--- config.mk ---
export PLATFORM = sky130hd
export DESIGN_NAME = alu_share_arbiter_flat
export DESIGN_NICKNAME = d
export VERILOG_FILES = /design/src/rtl/alu_share_arbiter_pkg.sv /design/src/rtl/alu_share_arbiter_if.sv /design/src/rtl/alu_share_arbiter_alu_core.sv /design/src/rtl/alu_share_arbiter.sv /design/src/flat_wrapper.sv
export SDC_FILE = /design/constraint.sdc
export NUM_CORES = 1
export LEC_CHECK = 0
export BUFFER_PORTS_ARGS = -buffer_cell sky130_fd_sc_hd__buf_4
export CAP_MARGIN = 20
export CORE_ASPECT_RATIO = 0.7
export CORE_MARGIN = 3
export CORE_UTILIZATION = 60
export DETAILED_ROUTE_END_ITERATION = 6
export PLACE_DENSITY = 0.84
export SLEW_MARGIN = 20
export SYNTH_ARGS = -nofsm -noshare
export SYNTH_HDL_FRONTEND = slang
export SYNTH_HIERARCHICAL = 1
export SYNTH_SLANG_ARGS = --single-unit
--- constraint.sdc ---
create_clock -name clk -period 7.3 [get_ports clk]
set_input_delay 0.365 -clock clk [delete_from_list [all_inputs] [get_ports clk]]
set_output_delay 0.365 -clock clk [all_outputs]
set_load 0.01 [all_outputs]
--- src/rtl/alu_share_arbiter_pkg.sv ---
// Shared definitions for the two-port ALU arbiter: opcode encoding, default
// datapath width and arbiter state constants.
package alu_pkg;

  localparam int DEFAULT_WIDTH = 32;

  typedef enum logic [3:0] {
    OP_AND = 4'b0000,
    OP_OR  = 4'b0001,
    OP_ADD = 4'b0010,
    OP_SUB = 4'b0011,
    OP_SLL = 4'b0100,
    OP_SRL = 4'b1101,
    OP_SRA = 4'b0111,
    OP_SLT = 4'b1100,
    OP_EQ  = 4'b1000
  } alu_op_e;

  // Arbiter state names describe which port wins the next tie.
  localparam logic [0:0] IDLE_PREF0 = 1'b0;
  localparam logic [0:0] IDLE_PREF1 = 1'b1;

  function automatic logic is_supported(input logic [3:0] op);
    case (op)
      OP_AND, OP_OR, OP_ADD, OP_SUB, OP_SLL,
      OP_SRL, OP_SRA, OP_SLT, OP_EQ: return 1'b1;
      default:                       return 1'b0;
    endcase
  endfunction

endpackage

--- src/rtl/alu_share_arbiter_if.sv ---
// Request/response bundle between the two requesters and the shared ALU.
interface alu_share_arbiter_if #(parameter int WIDTH = alu_pkg::DEFAULT_WIDTH);

  logic [1:0]            req_valid;
  logic [1:0]            req_ready;
  logic [1:0][3:0]       req_op;
  logic [1:0][WIDTH-1:0] req_a;
  logic [1:0][WIDTH-1:0] req_b;
  logic [1:0]            rsp_valid;
  logic [1:0]            rsp_ready;
  logic [1:0][WIDTH-1:0] rsp_result;
  logic [1:0]            rsp_zero;
  logic [1:0]            rsp_err;

  modport master (
    output req_valid, req_op, req_a, req_b, rsp_ready,
    input  req_ready, rsp_valid, rsp_result, rsp_zero, rsp_err
  );

  modport slave (
    input  req_valid, req_op, req_a, req_b, rsp_ready,
    output req_ready, rsp_valid, rsp_result, rsp_zero, rsp_err
  );

endinterface

--- src/rtl/alu_share_arbiter_alu_core.sv ---
// Purely combinational ALU; unsupported opcodes yield zero with err set.
module alu_core
  import alu_pkg::*;
#(
  parameter int WIDTH = DEFAULT_WIDTH
) (
  input  logic [3:0]       op,
  input  logic [WIDTH-1:0] a,
  input  logic [WIDTH-1:0] b,
  output logic [WIDTH-1:0] result,
  output logic             zero,
  output logic             err
);

  always_comb begin
    result = '0;
    case (op)
      OP_AND:  result = a & b;
      OP_OR:   result = a | b;
      OP_ADD:  result = a + b;
      OP_SUB:  result = a - b;
      OP_SLL:  result = a << b[4:0];
      OP_SRL:  result = a >> b[4:0];
      OP_SRA:  result = $unsigned($signed(a) >>> b[4:0]);
      OP_SLT:  result = {{(WIDTH-1){1'b0}}, ($signed(a) < $signed(b))};
      OP_EQ:   result = {{(WIDTH-1){1'b0}}, (a == b)};
      default: result = '0;
    endcase
  end

  assign zero = (result == '0);
  assign err  = !is_supported(op);

endmodule

--- src/rtl/alu_share_arbiter.sv ---
// Round-robin sharing of one ALU between two requesters, each with a
// one-entry registered response slot.
module alu_share_arbiter
  import alu_pkg::*;
#(
  parameter int WIDTH = DEFAULT_WIDTH,
  parameter int NREQ  = 2
) (
  input logic                clk,
  input logic                rst_n,
  alu_share_arbiter_if.slave bus
);

  logic [0:0]                 state;
  logic [NREQ-1:0]            eligible;
  logic [NREQ-1:0]            grant;
  logic                       sel;
  logic [WIDTH-1:0]           alu_result;
  logic                       alu_zero;
  logic                       alu_err;
  logic [NREQ-1:0]            valid_q;
  logic [NREQ-1:0][WIDTH-1:0] result_q;
  logic [NREQ-1:0]            zero_q;
  logic [NREQ-1:0]            err_q;

  // A port may issue when its slot is empty or being drained this cycle.
  assign eligible = bus.req_valid & (~valid_q | bus.rsp_ready);

  always_comb begin
    grant = eligible;
    if (eligible == 2'b11)
      grant = (state == IDLE_PREF0) ? 2'b01 : 2'b10;
  end

  assign bus.req_ready = rst_n ? grant : 2'b00;
  assign sel           = grant[1];

  alu_core #(.WIDTH(WIDTH)) u_alu (
    .op     (bus.req_op[sel]),
    .a      (bus.req_a[sel]),
    .b      (bus.req_b[sel]),
    .result (alu_result),
    .zero   (alu_zero),
    .err    (alu_err)
  );

  always_ff @(posedge clk or negedge rst_n) begin
    if (!rst_n)
      state <= IDLE_PREF0;
    else if (grant[0])
      state <= IDLE_PREF1;
    else if (grant[1])
      state <= IDLE_PREF0;
  end

  // A new grant overwrites the slot, so pop-and-reissue never bubbles.
  always_ff @(posedge clk or negedge rst_n) begin
    if (!rst_n) begin
      valid_q  <= '0;
      result_q <= '0;
      zero_q   <= '0;
      err_q    <= '0;
    end else begin
      for (int i = 0; i < NREQ; i++) begin
        if (grant[i]) begin
          valid_q[i]  <= 1'b1;
          result_q[i] <= alu_result;
          zero_q[i]   <= alu_zero;
          err_q[i]    <= alu_err;
        end else if (valid_q[i] && bus.rsp_ready[i]) begin
          valid_q[i] <= 1'b0;
        end
      end
    end
  end

  assign bus.rsp_valid  = valid_q;
  assign bus.rsp_result = result_q;
  assign bus.rsp_zero   = zero_q;
  assign bus.rsp_err    = err_q;

endmodule
--- src/flat_wrapper.sv ---
// flat-port wrapper written by rule: the top's interface ports become plain ports
module alu_share_arbiter_flat import alu_pkg::*;
#(
  parameter int WIDTH = DEFAULT_WIDTH,
  parameter int NREQ  = 2
)
  (clk, rst_n, bus_req_valid, bus_req_op, bus_req_a, bus_req_b, bus_rsp_ready, bus_req_ready, bus_rsp_valid, bus_rsp_result, bus_rsp_zero, bus_rsp_err);
  alu_share_arbiter_if #(.WIDTH(WIDTH)) bus_i ();
  input logic clk;
  input logic rst_n;
  input wire logic [$bits(bus_i.req_valid)-1:0] bus_req_valid;
  input wire logic [$bits(bus_i.req_op)-1:0] bus_req_op;
  input wire logic [$bits(bus_i.req_a)-1:0] bus_req_a;
  input wire logic [$bits(bus_i.req_b)-1:0] bus_req_b;
  input wire logic [$bits(bus_i.rsp_ready)-1:0] bus_rsp_ready;
  output wire logic [$bits(bus_i.req_ready)-1:0] bus_req_ready;
  output wire logic [$bits(bus_i.rsp_valid)-1:0] bus_rsp_valid;
  output wire logic [$bits(bus_i.rsp_result)-1:0] bus_rsp_result;
  output wire logic [$bits(bus_i.rsp_zero)-1:0] bus_rsp_zero;
  output wire logic [$bits(bus_i.rsp_err)-1:0] bus_rsp_err;
  assign bus_i.req_valid = bus_req_valid;
  assign bus_i.req_op = bus_req_op;
  assign bus_i.req_a = bus_req_a;
  assign bus_i.req_b = bus_req_b;
  assign bus_i.rsp_ready = bus_rsp_ready;
  assign bus_req_ready = bus_i.req_ready;
  assign bus_rsp_valid = bus_i.rsp_valid;
  assign bus_rsp_result = bus_i.rsp_result;
  assign bus_rsp_zero = bus_i.rsp_zero;
  assign bus_rsp_err = bus_i.rsp_err;
  alu_share_arbiter #(.WIDTH(WIDTH), .NREQ(NREQ)) u_core (.clk(clk), .rst_n(rst_n), .bus(bus_i));
endmodule
==> flow_metrics.env <==
export IMPL_postLayoutCoreUtil_pct=71.87
export IMPL_synth_distinct_cells=97
export IMPL_hpwlAfterDp_um=44190
export IMPL_clock_fmax_mhz=142.2
export IMPL_cp_common_cell="or4_1"
export IMPL_synthTopCellsByArea="dfrtp_1 13%, ha_1 9.8%, mux4_2 6.8%, mux2i_1 5.3%, mux2_2 5.2%"
export IMPL_synth_async_sr_flop_share_pct=100.0
export IMPL_worst_path_largest_cell_delay_ps=780
export IMPL_grt_pass1_wl_um=85330
export IMPL_die_h_um=130.6
export IMPL_tritoncts="done"
export IMPL_crit_path_start="u_core/bus.rsp_valid[0]"
export IMPL_critPathLaunchType="flop"
export IMPL_drc_errors=2
export IMPL_ios=214
export IMPL_grt_pass1_vias=14080
export IMPL_clock_latency_ps=340
export IMPL_cp_arrival_ps=7300
export IMPL_syn_num_nets=1804
export IMPL_end_kind="flop"
export IMPL_vias=15020
export IMPL_r2r_start="u_core/bus.rsp_valid[0]"
export IMPL_holdWs_ps=148.8
export IMPL_fillCellCount=1627
export IMPL_post_cts_buffers=0
export IMPL_critical_path_max_fanout=24
export IMPL_wire_per_inst_um=28.73
export IMPL_hold_viol_final=0
export IMPL_period_share_pct=96.31
export IMPL_p_leak_nw=7.019
export IMPL_cts_resized=0
export IMPL_grt_usage_pct=46.06
export IMPL_clk_transition_reported_paths_ps=60
export IMPL_dp_worst_setup_slack_ps=557.5
export IMPL_antenna_found_initial=2
export IMPL_start_util_pct=62.64
export IMPL_area_growth_pct=14.74
export IMPL_drive_above_1_share_pct=26.56
export IMPL_synth_most_common_cell="nand2_1"
export IMPL_finalSetupViolations=0
export IMPL_clockRootBuffer="clkbuf_16"
export IMPL_syn_inst=1556
export IMPL_cap_violations=0
export IMPL_routabilityCongestion=1.139
export IMPL_ys_flop_type="dfrtp_1"
export IMPL_regArea_um2=1777
export IMPL_synthTopCellsByCount="131 x nand2_1, 107 x inv_1, 104 x ha_1"
export IMPL_status="complete, but fails checks"
export IMPL_powerDensity_nw_per_um2=245.1
export IMPL_portBuffers=213
export IMPL_min_path_type="in2async"
export IMPL_rsz0062_at_grt="false"
export IMPL_die_area_um2=24040
export IMPL_seq_area_frac_synth_pct=13.35
export IMPL_viasPerCell=7.537
export IMPL_multi_input_area_um2=10430
export IMPL_nets=1960
export IMPL_slew_headroom_pct=32.34
export IMPL_gr_total_overflow=0
export IMPL_final_max_slew_viol_count=0
export IMPL_initialDrtViolationCount=3337
export IMPL_drtPass1Iterations=7
export IMPL_required_ps=7570
export IMPL_n_antenna_cell=0
export IMPL_cts_buffers=9
export IMPL_tightestPinTransition_ps=1006
export IMPL_fp_dieW_um=184.0
export IMPL_finalCriticalPeriod_ps=7030
export IMPL_hold_buffers=0
export IMPL_synth_seq_cells=71
export IMPL_setup_ws_ps=269.7
export IMPL_wl_um=57260
export IMPL_final_antenna_net_count=0
export IMPL_cts_buffer_depth=2
export IMPL_failed_checks="DRC"
export IMPL_synth_top_area_cell="dfrtp_1"
export IMPL_placementRows=44
export IMPL_synth_edf_count=0
export IMPL_setup_tns_ps=0
export IMPL_h_tree_depth=3
export IMPL_coreArea_um2=21250
export IMPL_synth_area_um2=13310
export IMPL_worstSetupPathType="reg2reg"
export IMPL_finClkSkew_ps=6.738
export IMPL_crit_chain="nor2b_4 > o311ai_4 > buf_12 > buf_4 > mux2_1 > inv_1 > ha_1 > or2_2 > or4_1 > o21ai_0 > xnor2_1 > a221oi_1 > nand4_1 > or4_1 > or4_1 > nor4_2 > mux2_4"
export IMPL_yosys_warnings=6
export IMPL_avgSynthCellArea_um2=8.555
export IMPL_critPathSlowestCell="o311ai_4"
export IMPL_numClockSinks=71
export IMPL_ir_drop_mv=0.2291
export IMPL_grt_max_degree=73
export IMPL_yosysTopAreaCellShare_pct=13.35
[metal layers]
| layer | vias up | wire length, µm | GRT usage, % |
|---|---|---|---|
| li1 | 6259 | - | - |
| met1 | 6907 | 21640 | 61.48 |
| met2 | 1544 | 21950 | 64.48 |
| met3 | 310 | 10090 | 19.54 |
| met4 | 2 | 3560 | 21.68 |
| met5 | - | 13 | 0 |
[stage by stage]
step / power (mW) / cell area (µm²) / instances
after floorplan: 2.271 / 13310 / 1556
after detailed placement: 3.186 / 14970 / 1976
after global placement: 3.139 / 14970 / 1976
after global routing: 3.890 / 15270 / 1993
final: 3.744 / 15270 / 1993
after CTS: 3.623 / 15250 / 1992
[cell usage in the layout, fill, tap and decap left out, types with 11 or more instances in the layout]
| master | synthesis | final |
|---|---|---|
| a21oi_1 | 94 | 94 |
| a31oi_1 | 20 | 20 |
| o211ai_1 | 26 | 26 |
| o22ai_1 | 19 | 19 |
| mux4_2 | 40 | 40 |
| mux2_2 | 62 | 64 |
| inv_1 | 107 | 107 |
| nor4_1 | 11 | 11 |
| nand2_1 | 131 | 131 |
| ha_1 | 104 | 104 |
| a221oi_1 | 18 | 18 |
| a211oi_1 | 27 | 27 |
| a21o_1 | 17 | 17 |
| mux2i_1 | 71 | 71 |
| mux2_4 | 29 | 30 |
| a2bb2oi_1 | 16 | 16 |
| nand3_1 | 20 | 20 |
| o221ai_1 | 20 | 20 |
| o31ai_1 | 21 | 21 |
| nand2b_1 | 17 | 17 |
| or4_1 | 11 | 11 |
| o21ai_0 | 67 | 67 |
| xnor2_1 | 11 | 11 |
| dfrtp_1 | 71 | 71 |
| nor2_1 | 86 | 86 |
| mux2_1 | 58 | 55 |
| nor2b_1 | 11 | 11 |
| nor3_1 | 35 | 35 |
| buf_4 | 7 | 258 |
| nand4_1 | 15 | 15 |
[worst paths after layout]
kind / slack, ps / end / cells after the start
max in group asynchronous: 6540 / u_core/bus.rsp_result[33] / 1
worst min-delay path: 150 / u_core/bus.rsp_result[28] / 1
worst max register to register: 270 / u_core/bus.rsp_zero[0] / 17
worst max-delay path: 270 / u_core/bus.rsp_zero[0] / 17
min in group clk: 260 / u_core/state / 2
worst min register to register: 500 / u_core/bus.rsp_result[54] / 1
[power breakdown]
group / total (mW) / switching, mW / internal (mW)
clock network: 0.418 / 0.177 / 0.241
logic: 2.66 / 1.56 / 1.09
registers: 0.669 / 0.108 / 0.561
[critical path, delay by kind of cell, from the launching register on]
| kind | cells | cell delay (ps) |
|---|---|---|
| and+or+nand+nor | 7 | 2530 |
| AOI/OAI and AO/OA | 3 | 2020 |
| muxes | 2 | 770 |
| buffers and inverters | 3 | 700 |
| DFF | 1 | 400 |
| adders and majority gates | 1 | 400 |
| xor gates and xnor gates | 1 | 130 |
[area by class of cell]
class | instances | share of cell area [%]
multi-input cells | 1257 | 68.31
repair buffers | 262 | 13.21
flip-flops and latches | 71 | 11.63
inverters | 111 | 2.728
well taps | 276 | 2.261
clock buffers | 10 | 1.565
clock inverters | 6 | 0.2949
[kinds of logic after synthesis]
logic type | share of synthesized area, %
compound gates | 25.34
buf+inv | 8.394
flops | 13.35
fa+ha+maj | 10.08
mux | 26.88
xor+xnor | 0.7237
simple gates | 15.24
[flip-flops by register name, summed over array words and instances, names as in the netlist]
register and count:
u_core/bus.rsp_err 2, u_core/bus.rsp_result 64, u_core/bus.rsp_valid 2, u_core/bus.rsp_zero 2
u_core/state 1
No activity file was read; power rests on OpenSTA's default activity.
